$ cat src/rtl/mem_arbiter_pkg.sv
// Shared types and constants for the I/D-cache main-memory arbiter.
package mem_arbiter_pkg;

    localparam int unsigned WORDS_PER_BLOCK = 8;
    localparam int unsigned WORD_IDX_BITS   = $clog2(WORDS_PER_BLOCK);
    localparam int unsigned OFFSET_BITS     = 4;

    localparam logic [WORD_IDX_BITS-1:0] LastWord = WORD_IDX_BITS'(WORDS_PER_BLOCK - 1);

    typedef enum logic [1:0] {StIdle, StFill, StWrite, StDone} arb_state_e;

    typedef enum logic {OwnerI = 1'b0, OwnerD = 1'b1} owner_e;

endpackage

$ cat src/rtl/mem_arbiter_if.sv
// Cache-side and memory-side signal bundle of the arbiter.
interface mem_arbiter_if;
    import mem_arbiter_pkg::*;

    logic                     icache_req;
    logic [15:0]              icache_addr;
    logic                     dcache_req;
    logic                     dcache_wr;
    logic [15:0]              dcache_addr;
    logic [15:0]              dcache_wdata;
    logic                     mem_enable;
    logic                     mem_wr;
    logic [15:0]              mem_addr;
    logic [15:0]              mem_data_in;
    logic [15:0]              mem_data_out;
    logic                     mem_data_valid;
    logic [15:0]              fill_data;
    logic [WORD_IDX_BITS-1:0] fill_word;
    logic                     fill_valid_i;
    logic                     fill_valid_d;
    logic                     icache_done;
    logic                     dcache_done;
    logic                     busy;

    // Arbiter side.
    modport slave (
        input  icache_req, icache_addr, dcache_req, dcache_wr, dcache_addr, dcache_wdata,
        input  mem_data_out, mem_data_valid,
        output mem_enable, mem_wr, mem_addr, mem_data_in,
        output fill_data, fill_word, fill_valid_i, fill_valid_d,
        output icache_done, dcache_done, busy
    );

    // Caches plus memory as seen from outside the arbiter.
    modport master (
        output icache_req, icache_addr, dcache_req, dcache_wr, dcache_addr, dcache_wdata,
        output mem_data_out, mem_data_valid,
        input  mem_enable, mem_wr, mem_addr, mem_data_in,
        input  fill_data, fill_word, fill_valid_i, fill_valid_d,
        input  icache_done, dcache_done, busy
    );

endinterface

$ cat src/rtl/mem_arbiter_arb_pick.sv
// Grant selection: D wins a tie unless D was granted last and I is waiting.
module arb_pick
    import mem_arbiter_pkg::*;
(
    input  logic   icache_req,
    input  logic   dcache_req,
    input  owner_e last_grant,
    output logic   grant_i,
    output logic   grant_d
);

    always_comb begin
        grant_d = dcache_req && !((last_grant == OwnerD) && icache_req);
        grant_i = icache_req && !grant_d;
    end

endmodule

$ cat src/rtl/mem_arbiter.sv
// Shares main memory between I-cache fills and D-cache fills / write-through writes.
module mem_arbiter
    import mem_arbiter_pkg::*;
(
    input  logic          clk,
    input  logic          rst,
    mem_arbiter_if.slave  bus
);

    arb_state_e               state_q, state_d;
    owner_e                   owner_q, last_grant_q, grant_owner;
    logic [15:0]              base_q, wdata_q;
    logic [WORD_IDX_BITS-1:0] issue_cnt_q, recv_cnt_q;
    logic                     issuing_q;
    logic                     grant_i, grant_d, granted, fill_ret;

    arb_pick u_arb_pick (
        .icache_req (bus.icache_req),
        .dcache_req (bus.dcache_req),
        .last_grant (last_grant_q),
        .grant_i    (grant_i),
        .grant_d    (grant_d)
    );

    always_comb begin
        granted     = (state_q == StIdle) && (grant_i || grant_d);
        grant_owner = grant_d ? OwnerD : OwnerI;
        fill_ret    = (state_q == StFill) && bus.mem_data_valid;
    end

    always_ff @(posedge clk or posedge rst) begin
        if (rst) begin
            state_q <= StIdle;
        end else begin
            state_q <= state_d;
        end
    end

    always_comb begin
        state_d = state_q;
        unique case (state_q)
            StIdle:  if (granted) state_d = (grant_d && bus.dcache_wr) ? StWrite : StFill;
            StFill:  if (fill_ret && (recv_cnt_q == LastWord)) state_d = StDone;
            StWrite: state_d = StDone;
            StDone:  state_d = StIdle;
            default: state_d = StIdle;
        endcase
    end

    // Transaction context is captured at grant; request lines are ignored afterwards.
    always_ff @(posedge clk or posedge rst) begin
        if (rst) begin
            owner_q      <= OwnerI;
            last_grant_q <= OwnerI;
            base_q       <= '0;
            wdata_q      <= '0;
            issue_cnt_q  <= '0;
            recv_cnt_q   <= '0;
            issuing_q    <= 1'b0;
        end else begin
            if (granted) begin
                owner_q      <= grant_owner;
                last_grant_q <= grant_owner;
                base_q       <= grant_d ? bus.dcache_addr : bus.icache_addr;
                wdata_q      <= bus.dcache_wdata;
                issue_cnt_q  <= '0;
                recv_cnt_q   <= '0;
                issuing_q    <= !(grant_d && bus.dcache_wr);
            end
            if (state_q == StFill) begin
                if (issuing_q) begin
                    issue_cnt_q <= issue_cnt_q + 1'b1;
                    if (issue_cnt_q == LastWord) issuing_q <= 1'b0;
                end
                if (fill_ret) recv_cnt_q <= recv_cnt_q + 1'b1;
            end
        end
    end

    always_comb begin
        bus.mem_enable   = 1'b0;
        bus.mem_wr       = 1'b0;
        bus.mem_addr     = '0;
        bus.mem_data_in  = '0;
        bus.fill_data    = '0;
        bus.fill_word    = '0;
        bus.fill_valid_i = 1'b0;
        bus.fill_valid_d = 1'b0;
        bus.icache_done  = 1'b0;
        bus.dcache_done  = 1'b0;
        bus.busy         = (state_q != StIdle);
        unique case (state_q)
            StFill: begin
                if (issuing_q) begin
                    bus.mem_enable = 1'b1;
                    bus.mem_addr   = {base_q[15:OFFSET_BITS], issue_cnt_q, 1'b0};
                end
                if (bus.mem_data_valid) begin
                    bus.fill_data    = bus.mem_data_out;
                    bus.fill_word    = recv_cnt_q;
                    bus.fill_valid_i = (owner_q == OwnerI);
                    bus.fill_valid_d = (owner_q == OwnerD);
                end
            end
            StWrite: begin
                bus.mem_enable  = 1'b1;
                bus.mem_wr      = 1'b1;
                bus.mem_addr    = {base_q[15:1], 1'b0};
                bus.mem_data_in = wdata_q;
            end
            StDone: begin
                bus.icache_done = (owner_q == OwnerI);
                bus.dcache_done = (owner_q == OwnerD);
            end
            default: ;
        endcase
    end

endmodule

$ cat src/flat_wrapper.sv
// flat-port wrapper written by rule: the top's interface ports become plain ports
module mem_arbiter_flat import mem_arbiter_pkg::*;
  (clk, rst, bus_icache_req, bus_icache_addr, bus_dcache_req, bus_dcache_wr, bus_dcache_addr, bus_dcache_wdata, bus_mem_data_out, bus_mem_data_valid, bus_mem_enable, bus_mem_wr, bus_mem_addr, bus_mem_data_in, bus_fill_data, bus_fill_word, bus_fill_valid_i, bus_fill_valid_d, bus_icache_done, bus_dcache_done, bus_busy);
  mem_arbiter_if bus_i ();
  input  logic clk;
  input  logic rst;
  input wire logic [$bits(bus_i.icache_req)-1:0] bus_icache_req;
  input wire logic [$bits(bus_i.icache_addr)-1:0] bus_icache_addr;
  input wire logic [$bits(bus_i.dcache_req)-1:0] bus_dcache_req;
  input wire logic [$bits(bus_i.dcache_wr)-1:0] bus_dcache_wr;
  input wire logic [$bits(bus_i.dcache_addr)-1:0] bus_dcache_addr;
  input wire logic [$bits(bus_i.dcache_wdata)-1:0] bus_dcache_wdata;
  input wire logic [$bits(bus_i.mem_data_out)-1:0] bus_mem_data_out;
  input wire logic [$bits(bus_i.mem_data_valid)-1:0] bus_mem_data_valid;
  output wire logic [$bits(bus_i.mem_enable)-1:0] bus_mem_enable;
  output wire logic [$bits(bus_i.mem_wr)-1:0] bus_mem_wr;
  output wire logic [$bits(bus_i.mem_addr)-1:0] bus_mem_addr;
  output wire logic [$bits(bus_i.mem_data_in)-1:0] bus_mem_data_in;
  output wire logic [$bits(bus_i.fill_data)-1:0] bus_fill_data;
  output wire logic [$bits(bus_i.fill_word)-1:0] bus_fill_word;
  output wire logic [$bits(bus_i.fill_valid_i)-1:0] bus_fill_valid_i;
  output wire logic [$bits(bus_i.fill_valid_d)-1:0] bus_fill_valid_d;
  output wire logic [$bits(bus_i.icache_done)-1:0] bus_icache_done;
  output wire logic [$bits(bus_i.dcache_done)-1:0] bus_dcache_done;
  output wire logic [$bits(bus_i.busy)-1:0] bus_busy;
  assign bus_i.icache_req = bus_icache_req;
  assign bus_i.icache_addr = bus_icache_addr;
  assign bus_i.dcache_req = bus_dcache_req;
  assign bus_i.dcache_wr = bus_dcache_wr;
  assign bus_i.dcache_addr = bus_dcache_addr;
  assign bus_i.dcache_wdata = bus_dcache_wdata;
  assign bus_i.mem_data_out = bus_mem_data_out;
  assign bus_i.mem_data_valid = bus_mem_data_valid;
  assign bus_mem_enable = bus_i.mem_enable;
  assign bus_mem_wr = bus_i.mem_wr;
  assign bus_mem_addr = bus_i.mem_addr;
  assign bus_mem_data_in = bus_i.mem_data_in;
  assign bus_fill_data = bus_i.fill_data;
  assign bus_fill_word = bus_i.fill_word;
  assign bus_fill_valid_i = bus_i.fill_valid_i;
  assign bus_fill_valid_d = bus_i.fill_valid_d;
  assign bus_icache_done = bus_i.icache_done;
  assign bus_dcache_done = bus_i.dcache_done;
  assign bus_busy = bus_i.busy;
  mem_arbiter u_core (.clk(clk), .rst(rst), .bus(bus_i));
endmodule
$ cat config.mk
export PLATFORM = sky130hd
export DESIGN_NAME = mem_arbiter_flat
export DESIGN_NICKNAME = d
export VERILOG_FILES = /design/src/rtl/mem_arbiter_pkg.sv /design/src/rtl/mem_arbiter_if.sv /design/src/rtl/mem_arbiter_arb_pick.sv /design/src/rtl/mem_arbiter.sv /design/src/flat_wrapper.sv
export SDC_FILE = /design/constraint.sdc
export NUM_CORES = 1
export LEC_CHECK = 0
export ABC_CLOCK_PERIOD_IN_PS = 2500
export CORE_MARGIN = 3
export CORE_UTILIZATION = 39
export CTS_CLUSTER_SIZE = 14
export DETAILED_ROUTE_END_ITERATION = 6
export PLACE_DENSITY_LB_ADDON = 0.05
export SLEW_MARGIN = 20
export SYNTH_ARGS = -nofsm -noshare
export SYNTH_HDL_FRONTEND = slang
export SYNTH_SLANG_ARGS = --single-unit
export TNS_END_PERCENT = 100
$ cat constraint.sdc
create_clock -name clk -period 2.5 [get_ports clk]
set_input_delay 0.5 -clock clk [delete_from_list [all_inputs] [get_ports clk]]
set_output_delay 0.5 -clock clk [all_outputs]
set_load 0.005 [all_outputs]
* Word-level counts from Yosys, hierarchy flattened
Cells that the tools add are included.
** Word-level totals
- RAM bits :: 0
- Bits in latches :: 0
- Input port bits :: 70
- Output and inout bits :: 58
- Memories :: 0
- ROM bits :: 0
- Register bits :: 42
** Cells by class
- Shift-type cells :: 0
- Equality and inequality tests :: 7
- Div/mod/pow operators :: 0
- Multipliers :: 0
- Bitwise gates (word level) :: 1
- Reductions and logical operators :: 14
- Magnitude comparators :: 0
- Multiplexer cells :: 32
- $add $sub $neg :: 2
** Operators by type and width (number)
- 16-bit 2-to-1 mux :: 5
- 16-bit one-hot mux with 2 select lines :: 1
- 3-bit 2-to-1 mux :: 8
- 1-bit 2-to-1 mux :: 13
- 2-bit one-hot mux with 4 select lines :: 1
- 1-bit logical AND :: 7
- 3-bit by 1-bit adder with 3-bit output, second input constant :: 2
- 3-bit equality test, second input constant :: 2
- 2-bit 2-to-1 mux :: 3
- 2-bit equality test, second input constant :: 2
- 2-bit by 1-bit != test with 1-bit output, second input constant :: 2
- 1-bit zero test :: 3
- 2-bit by 1-bit equality test with 1-bit output, second input constant :: 1
- 2-bit zero test :: 1
- 1-bit one-hot mux with 2 select lines :: 1
- 2-bit AND reduction :: 1
- 2-bit nonzero test :: 1
- 1-bit logical OR :: 1
- 1-bit inverter :: 1

* Logic depth before layout (Yosys ltp)
Gate-level depths: netlist of run 1.
- Depth after elaboration :: 11
- Mapped depth :: 7
- Gate-level depth less buffers :: 5

* Hierarchy
A second synthesis of run 1 with hierarchy kept.
** Second synthesis, totals
- Cells, all modules :: 227
- Area, all modules :: 2324.7 um^2
** Modules (own cells, without submodules)
- mem_arbiter :: instances 1, cells each 224, area an instance 2306.0 um^2
- arb_pick :: instances 1, cells each 3, area an instance 18.8 um^2

* Worst setup path before layout of run 1
Ideal clock, no wire load.
- Path kind :: reg-to-output
- Start point :: register u_core.state_q[0]
- End point :: output port bus_mem_addr[10]
- Required time :: 2.000 ns
- Path slack :: 0.575 ns
- Cell stages (with the launch flop) :: 7
- Arrival :: 1.425 ns
- Cells stage by stage :: dfrtp_1 -> ha_1 -> and2_1 -> buf_2 -> o21a_1 -> buf_6 -> and2_1
** On the way
- Word-level cells in the longest chain between the ends :: 2
- Elaborated cells on any way between the ends :: 3
** RTL lines
- start, declared :: RTL line mem_arbiter.sv:10 : arb_state_e state_q, state_d;
- start signal, assigned :: RTL line mem_arbiter.sv:33 : state_q <= StIdle;
- start signal, assigned :: RTL line mem_arbiter.sv:35 : state_q <= state_d;
- 2-bit equality test or 2-bit by 1-bit equality test with 1-bit output (tied branches) :: RTL line mem_arbiter.sv:92 : unique case (state_q)
- 16-bit one-hot mux with 2 select lines (*) :: RTL line mem_arbiter.sv:92
- end, declared :: RTL line flat_wrapper.sv:17 : output wire logic [$bits(bus_i.mem_addr)-1:0] bus_mem_addr;
Every way passes the cells marked *; elsewhere a longest branch is shown, timed or not.

* Worst setup path after layout of run 1
- Start point :: register u_core.state_q[1]
- End point :: output port bus_mem_addr[2]
The elaborated chain is that of the path after synthesis.

==> metrics.md, run 1 <==
| Metric | Value |
|---|---|
| Share of layout cells above drive strength 1 | 9.04% |
| Worst EP required | 2.00 ns |
| Met2 Use GR | 31.7% |
| Startpoint Class | register |
| CTS tree | done |
| Area leader, netlist | dfrtp_1 |
| Post-DRT Antenna Nets | 0 |
| Slack of the critical path | -0.00203 ns |
| First-pass GRT wire length | 9490 um |
| Via Count | 2,057 |
| Worst slew margin | 49.5% |
| Root Driver | clkbuf_8 |
| Post-synthesis sequential area ratio | 45.2% |
| Final core occ | 67.6% |
| Unrepaired setup endpoints after global routing | true |
| Worst-Skew Late Latency | 0.29 ns |
| Worst Hold Class | reg2reg |
| Slew @ Worst Pin | 0.753 ns |
| Status | finished with violations |
| GRT Util Overall | 18.4% |
| Starting Density | 40.7% |
| Pre-antenna DRT Iters | 4 |
| Dpl hpwl | 4380 um |
| # fillers | 468 |
| Busiest layer in global routing | met2 |
| Final Hold Vio Count | 0 |
| Hold WS | 0.480 ns |
| Post-Synth Simple-Gate Area | 21.4% |
| Mux cell area share after synthesis | 15.5% |
| Synth Area in XOR/XNOR | 0% |
| Number of synthesized register bits | 41 |
| Async SR Flop Fraction | 100% |
| Mapped Cells | 225 |
| Top cells by instance count after synthesis | 41 x dfrtp_1, 30 x and2_1, 24 x nand2_1 |
| Total CTS buffers | 5 |
| Crit path kind | reg2out |
| Mapped Nets | 303 |
| Share of the synthesized area in the top cell type | 45.2% |
| Design area | 3770 um^2 |
| Yosys cell types | 27 |
| Synth Warn # | 0 |
| Chip Width | 82.3 um |
| Largest family of logic cells by synthesized area | simple AND/OR/NAND/NOR gates |
| Worst VDD drop | 0.000704 V |
| DRC | 0 |
| Post-synth EDFFs | 0 |
| Total power | 3.63 mW |
| Area Growth Syn to Fin | 66.0% |
| Placer Congestion | 0.757 |
| Count leader, synth | dfrtp_1 |
| Met1 Use GR | 22.2% |
| Port Buffer Count | 124 |
| Routed len/inst | 14.1 um |
| Non-Filler Instances | 426 |
| CTS Buffer Depth | 2 |
| Fmax achieved | 400 MHz |
| CP endpoint kind | output pin |
| Nets | 431 |
| Adder-Cell Fraction of Synth Area | 4.41% |
| Period utilization | 100% |
| Min cycle time layout | 2.50 ns |
| Compound-gate portion of the synthesized area | 7.99% |
| Worst Path Max Fanout | 6 |
| Overflow after GRT | 0 |
| Placed cell count | 414 |
| Largest net degree at the start of global routing | 54 |
| Vias in the first global route | 1,979 |
| Final setup fails | 1 |
| Ys flop type | dfrtp_1 |
| Pins Over Slew Limit | 0 |
| Final setup TNS | -0.00203 ns |
| Pwr per Cell Area | 962 nW/um^2 |
| Syn Area/Cell | 10.1 um^2 |
| CTS sink count | 41 |
| WP data arrival | 2.00 ns |
| # hold bufs at CTS | 0 |
| Die height | 82.3 um |
| Placed inst area | 3610 um^2 |
| Via density | 4.83 |
| N_diodes | 0 |
| Initial antenna violation count | 0 |
| Die area | 6770 um^2 |
| Core area | 5570 um^2 |
| Worst slack, placed | 0.0781 ns |
| Drt first-iter violations | 63 |
| Reg clk slew, reported paths | 0.08 ns |
| I/O pin count | 128 |
| Max cap viols | 0 |
| Static Leak | 1.73 nW |
| H-Tree Depth | 2 |
| # rows | 27 |
| Met3 Use GR | 5.42% |
| Top post-synthesis cells by area | dfrtp_1 45%, and2_1 8.3%, mux2i_1 7.1% |
| Violated checks | setup timing |
| Synthesized area | 2270 um^2 |
| Clock Skew | 0.00594 ns |
| Final wirelength | 6000 um |
==> worst paths after layout <==
check	startpoint	endpoint	slack, ns	cells past startpoint
worst max register to register	u_core.state_q[0]$_DFFE_PP0P_	u_core.wdata_q[15]$_DFFE_PP0P_	0.79	6
worst max-delay path	u_core.state_q[1]$_DFFE_PP0P_	bus_mem_addr[2]	-0.002	7
max in group asynchronous	rst	u_core.base_q[5]$_DFFE_PP0P_	1.43	3
min in group asynchronous	rst	u_core.wdata_q[4]$_DFFE_PP0P_	0.55	2
worst min-delay path	u_core.base_q[12]$_DFFE_PP0P_	u_core.base_q[12]$_DFFE_PP0P_	0.48	2
worst min register to register	u_core.base_q[12]$_DFFE_PP0P_	u_core.base_q[12]$_DFFE_PP0P_	0.48	2
==> sequential cells by signal (all words and copies together), names as in the netlist <==
| signal | flops |
|---|---|
| u_core.wdata_q | 16 |
| u_core.state_q | 2 |
| u_core.recv_cnt_q | 3 |
| u_core.base_q | 15 |
| u_core.issue_cnt_q | 3 |
| u_core.issuing_q | 1 |
| u_core.owner_q | 1 |
==> per-layer routing <==
metal	wire length, um	vias up
met1	2390	960
met5	0	-
met3	532	5
met4	56	0
met2	3020	70
li1	-	1022
==> cell type report <==
type | instances | area [um^2] | share of cell area [%]
flip-flops and latches | 41 | 1030 | 27.2
multi-input cells | 163 | 1160 | 30.8
inverters | 5 | 18.8 | 0.498
repair buffers | 137 | 1380 | 36.7
clock inverters | 3 | 22.5 | 0.598
well taps | 72 | 90.1 | 2.39
clock buffers | 5 | 68.8 | 1.83
==> cell usage in the layout (no fill, tap or decap), types with 7 or more instances in the layout <==
| cell | instances |
|---|---|
| mux2i_1 | 16 |
| nand3_1 | 8 |
| nand2_1 | 23 |
| dfrtp_1 | 41 |
| o21ai_1 | 15 |
| and2_1 | 29 |
| mux2_1 | 13 |
| ha_1 | 7 |
| buf_4 | 9 |
| and3_1 | 20 |
| clkdlybuf4s50_1 | 121 |
==> cells by family (layout without fill, tap and decap cells) <==
family                     after synthesis  count (layout)
adders and majority gates                8               8
AOI/OAI and AO/OA                       30              31
and+or+nand+nor                         90              90
buffers and inverters                   22             150
muxes                                   33              33
DFF                                     41              41
other                                    1               1
==> critical path: stages, from the launching register on <==
cell	delay [ns]
dfrtp_1	0.40
inv_1	0.11
ha_1	0.19
and2_4	0.18
buf_4	0.14
a22oi_1	0.07
nor2b_1	0.11
clkdlybuf4s50_1	0.53
==> where the power goes <==
group          internal (mW)  switching [mW]  total, mW
Clock                  0.198           0.243      0.442
Combinational           1.19           0.845       2.03
Sequential             0.985           0.169       1.15
Total                   2.37            1.26       3.63
==> what timing repair did <==
item / 4_1_cts / 5_1_grt
gates resized for setup: 4 / 8
cloned: 1 / 0
setup buffers: 3 / 0
endpoints found under the setup margin: 13 / 24
pin swaps: 1 / 0
No activity file was read; power rests on OpenSTA's default activity.
==> inputs of run 2 (changes only) <==
- ABC_AREA: default -> 1
- CORE_UTILIZATION: 39 -> 40
- PLACE_DENSITY: default -> 0.9
- PLACE_DENSITY_LB_ADDON: 0.05 -> default
==> run 2 against run 1 <==
  * Sequential share of layout area shrank 1.7 points
  * Largest power group unchanged
  * Critical endpoint is now bus_mem_addr[13]
  * Synthesized area rose by 9.5%
  * Register-to-register slack worse by 0.09 ns
  * Clock skew decreased by 0.0014 ns
  * Largest cell class unchanged
  * Cell count rose by 32%
  * Clock power about the same
  * Non-clock buffer count down 1
  * The flow now finishes without violations
==> metrics.md, run 2 <==
| Metric | Value |
|---|---|
| Hold Path Stages | 2 |
| GRT Util Overall | 19.1% |
| Ys flop type | dfrtp_1 |
| Regs by FF count | u_core.wdata_q: 16 flops, u_core.base_q: 15 flops |
| Status | complete, no violations |
| Post-DRT Antenna Nets | 0 |
| Worst EP required | 2.00 ns |
| Met3 wire len | 345 um |
| Pwr per Cell Area | 891 nW/um^2 |
| Largest register FFs | 16 |
| # hold bufs at CTS | 0 |
| Vias in the first global route | 2,493 |
| Post-synthesis sequential area ratio | 41.3% |
| CTS tree | done |
| Overflow after GRT | 0 |
| Most frequent cells in the layout | 144 x nand2_1, 92 x clkdlybuf4s50_1, 58 x inv_1 |
| WP data arrival | 1.96 ns |
| Non-Filler Instances | 562 |
| Top post-synthesis cells by area | dfrtp_1 41%, nand2_1 22%, inv_1 9.4% |
| Worst Path Max Fanout | 12 |
| CTS Buffer Depth | 2 |
| Pre-antenna DRT Iters | 4 |
| Mapped Cells | 359 |
| Routed len/inst | 12.5 um |
| Worst Hold Class | reg2reg |
| CP endpoint kind | output pin |
| Number of synthesized register bits | 41 |
| DRC | 0 |
| Post-synth EDFFs | 0 |
| Final core occ | 67.5% |
| CTS sink count | 41 |
| Crit path kind | reg2out |
| Root Driver | clkbuf_8 |
| Worst-Skew Late Latency | 0.28 ns |
| Slack of the critical path | 0.0363 ns |
| Commonest non-fill, non-tap cell in the layout | nand2_1 |
| Dpl hpwl | 5090 um |
| Period utilization | 98.5% |
| Placed inst area | 3770 um^2 |
| N_diodes | 0 |
| Drt first-iter violations | 144 |
| Mapped Nets | 437 |
| Synth Warn # | 0 |
| Die height | 84.8 um |
| Top cells by instance count after synthesis | 146 x nand2_1, 62 x inv_1, 41 x dfrtp_1 |
| I/O pin count | 128 |
| Post-Route M1 WL | 2850 um |
| Static Leak | 2.56 nW |
| Worst VDD drop | 0.000470 V |
| Fmax achieved | 406 MHz |
| Async SR Flop Fraction | 100% |
| Share of layout cells above drive strength 1 | 9.24% |
| Port Buffer Count | 124 |
| Hold WS | 0.482 ns |
| Total power | 3.58 mW |
| Die area | 7200 um^2 |
| Total CTS buffers | 5 |
| Placer Congestion | 0.794 |
| Final Hold Vio Count | 0 |
| Design area | 4020 um^2 |
| Area leader, netlist | dfrtp_1 |
| Via density | 4.52 |
| Reg2reg path depth | 7 |
| Area Growth Syn to Fin | 61.7% |
| Max cap viols | 0 |
| Largest net degree at the start of global routing | 44 |
| Syn Area/Cell | 6.93 um^2 |
| Yosys cell types | 18 |
| Via Count | 2,540 |
| Initial antenna violation count | 0 |
| Met2 Wirelength | 3640 um |
| Synthesized area | 2490 um^2 |
| Pins Over Slew Limit | 0 |
| Slew @ Worst Pin | 0.503 ns |
| Startpoint Class | register |
| Final setup fails | 0 |
| Final wirelength | 7000 um |
| Nets | 564 |
| Clock Skew | 0.00454 ns |
| Final setup TNS | 0 ns |
| Count leader, synth | nand2_1 |
| Highest metal used | met4 |
| Worst slew margin | 66.4% |
| Unrepaired setup endpoints after global routing | true |
| # rows | 28 |
| H-Tree Depth | 2 |
| Reg clk slew, reported paths | 0.07 ns |
| Starting Density | 41.7% |
| First-pass GRT wire length | 11,200 um |
| Biggest register | u_core.wdata_q |
| Worst slack, placed | 0.0169 ns |
| Chip Width | 84.8 um |
| Min cycle time layout | 2.46 ns |
| Core area | 5960 um^2 |
| Share of the synthesized area in the top cell type | 41.3% |
| Placed cell count | 549 |
## run 2: worst max-delay path, stage by stage (launching register included)
cell and delay (ns):
dfrtp_1 0.38, inv_1 0.11, ha_1 0.21, nand2_2 0.09
a21oi_4 0.17, inv_4 0.10, nor2_1 0.10, clkdlybuf4s50_1 0.51
## run 2: kinds of logic (layout without fill, tap and decap cells)
family	count (synthesis)	after routing	synth area share, %
flops	41	41	41.3
simple gates	209	209	34.7
buf+inv	79	207	13.8
other cells	1	1	0.151
fa+ha+maj	8	8	4.03
compound gates	21	21	6.04
## run 2: final timing paths
check                                               from                            end  slack (ns)
max                        u_core.state_q[1]$_DFFE_PP0P_               bus_mem_addr[13]        0.04
min                         u_core.base_q[3]$_DFFE_PP0P_   u_core.base_q[3]$_DFFE_PP0P_        0.48
max reg2reg                   u_core.owner_q$_DFFE_PP0P_   u_core.base_q[5]$_DFFE_PP0P_        0.70
min reg2reg                 u_core.base_q[3]$_DFFE_PP0P_   u_core.base_q[3]$_DFFE_PP0P_        0.48
max in group asynchronous                            rst  u_core.base_q[12]$_DFFE_PP0P_        1.52
min in group asynchronous                            rst  u_core.wdata_q[4]$_DFFE_PP0P_        0.64
## run 2: power by group
| group | switching (mW) | internal, mW |
|---|---|---|
| logic | 1.07 | 0.927 |
| registers | 0.161 | 0.975 |
| clock network | 0.220 | 0.224 |
## run 2: routing by layer
| metal | GRT usage [%] | up-vias |
|---|---|---|
| met4 | 6.04 | 0 |
| met1 | 23.0 | 1149 |
| met2 | 33.9 | 70 |
| met5 | 0 | - |
| met3 | 4.08 | 15 |
| li1 | - | 1306 |
## run 2: layout make-up
type                    count  area [um^2]
fillers                   498         1940
repair buffers            136         1410
multi-input cells         239         1150
flip-flops and latches     41         1030
inverters                  63          241
well taps                  75         93.8
clock buffers               6         82.6
clock inverters             2         13.8
## run 2: repair_timing
item | in CTS | in global routing
gates resized for setup | 11 | 33
buffers inserted | 4 | 0
gates cloned | 0 | 1
endpoints found under the setup margin | 21 | 31
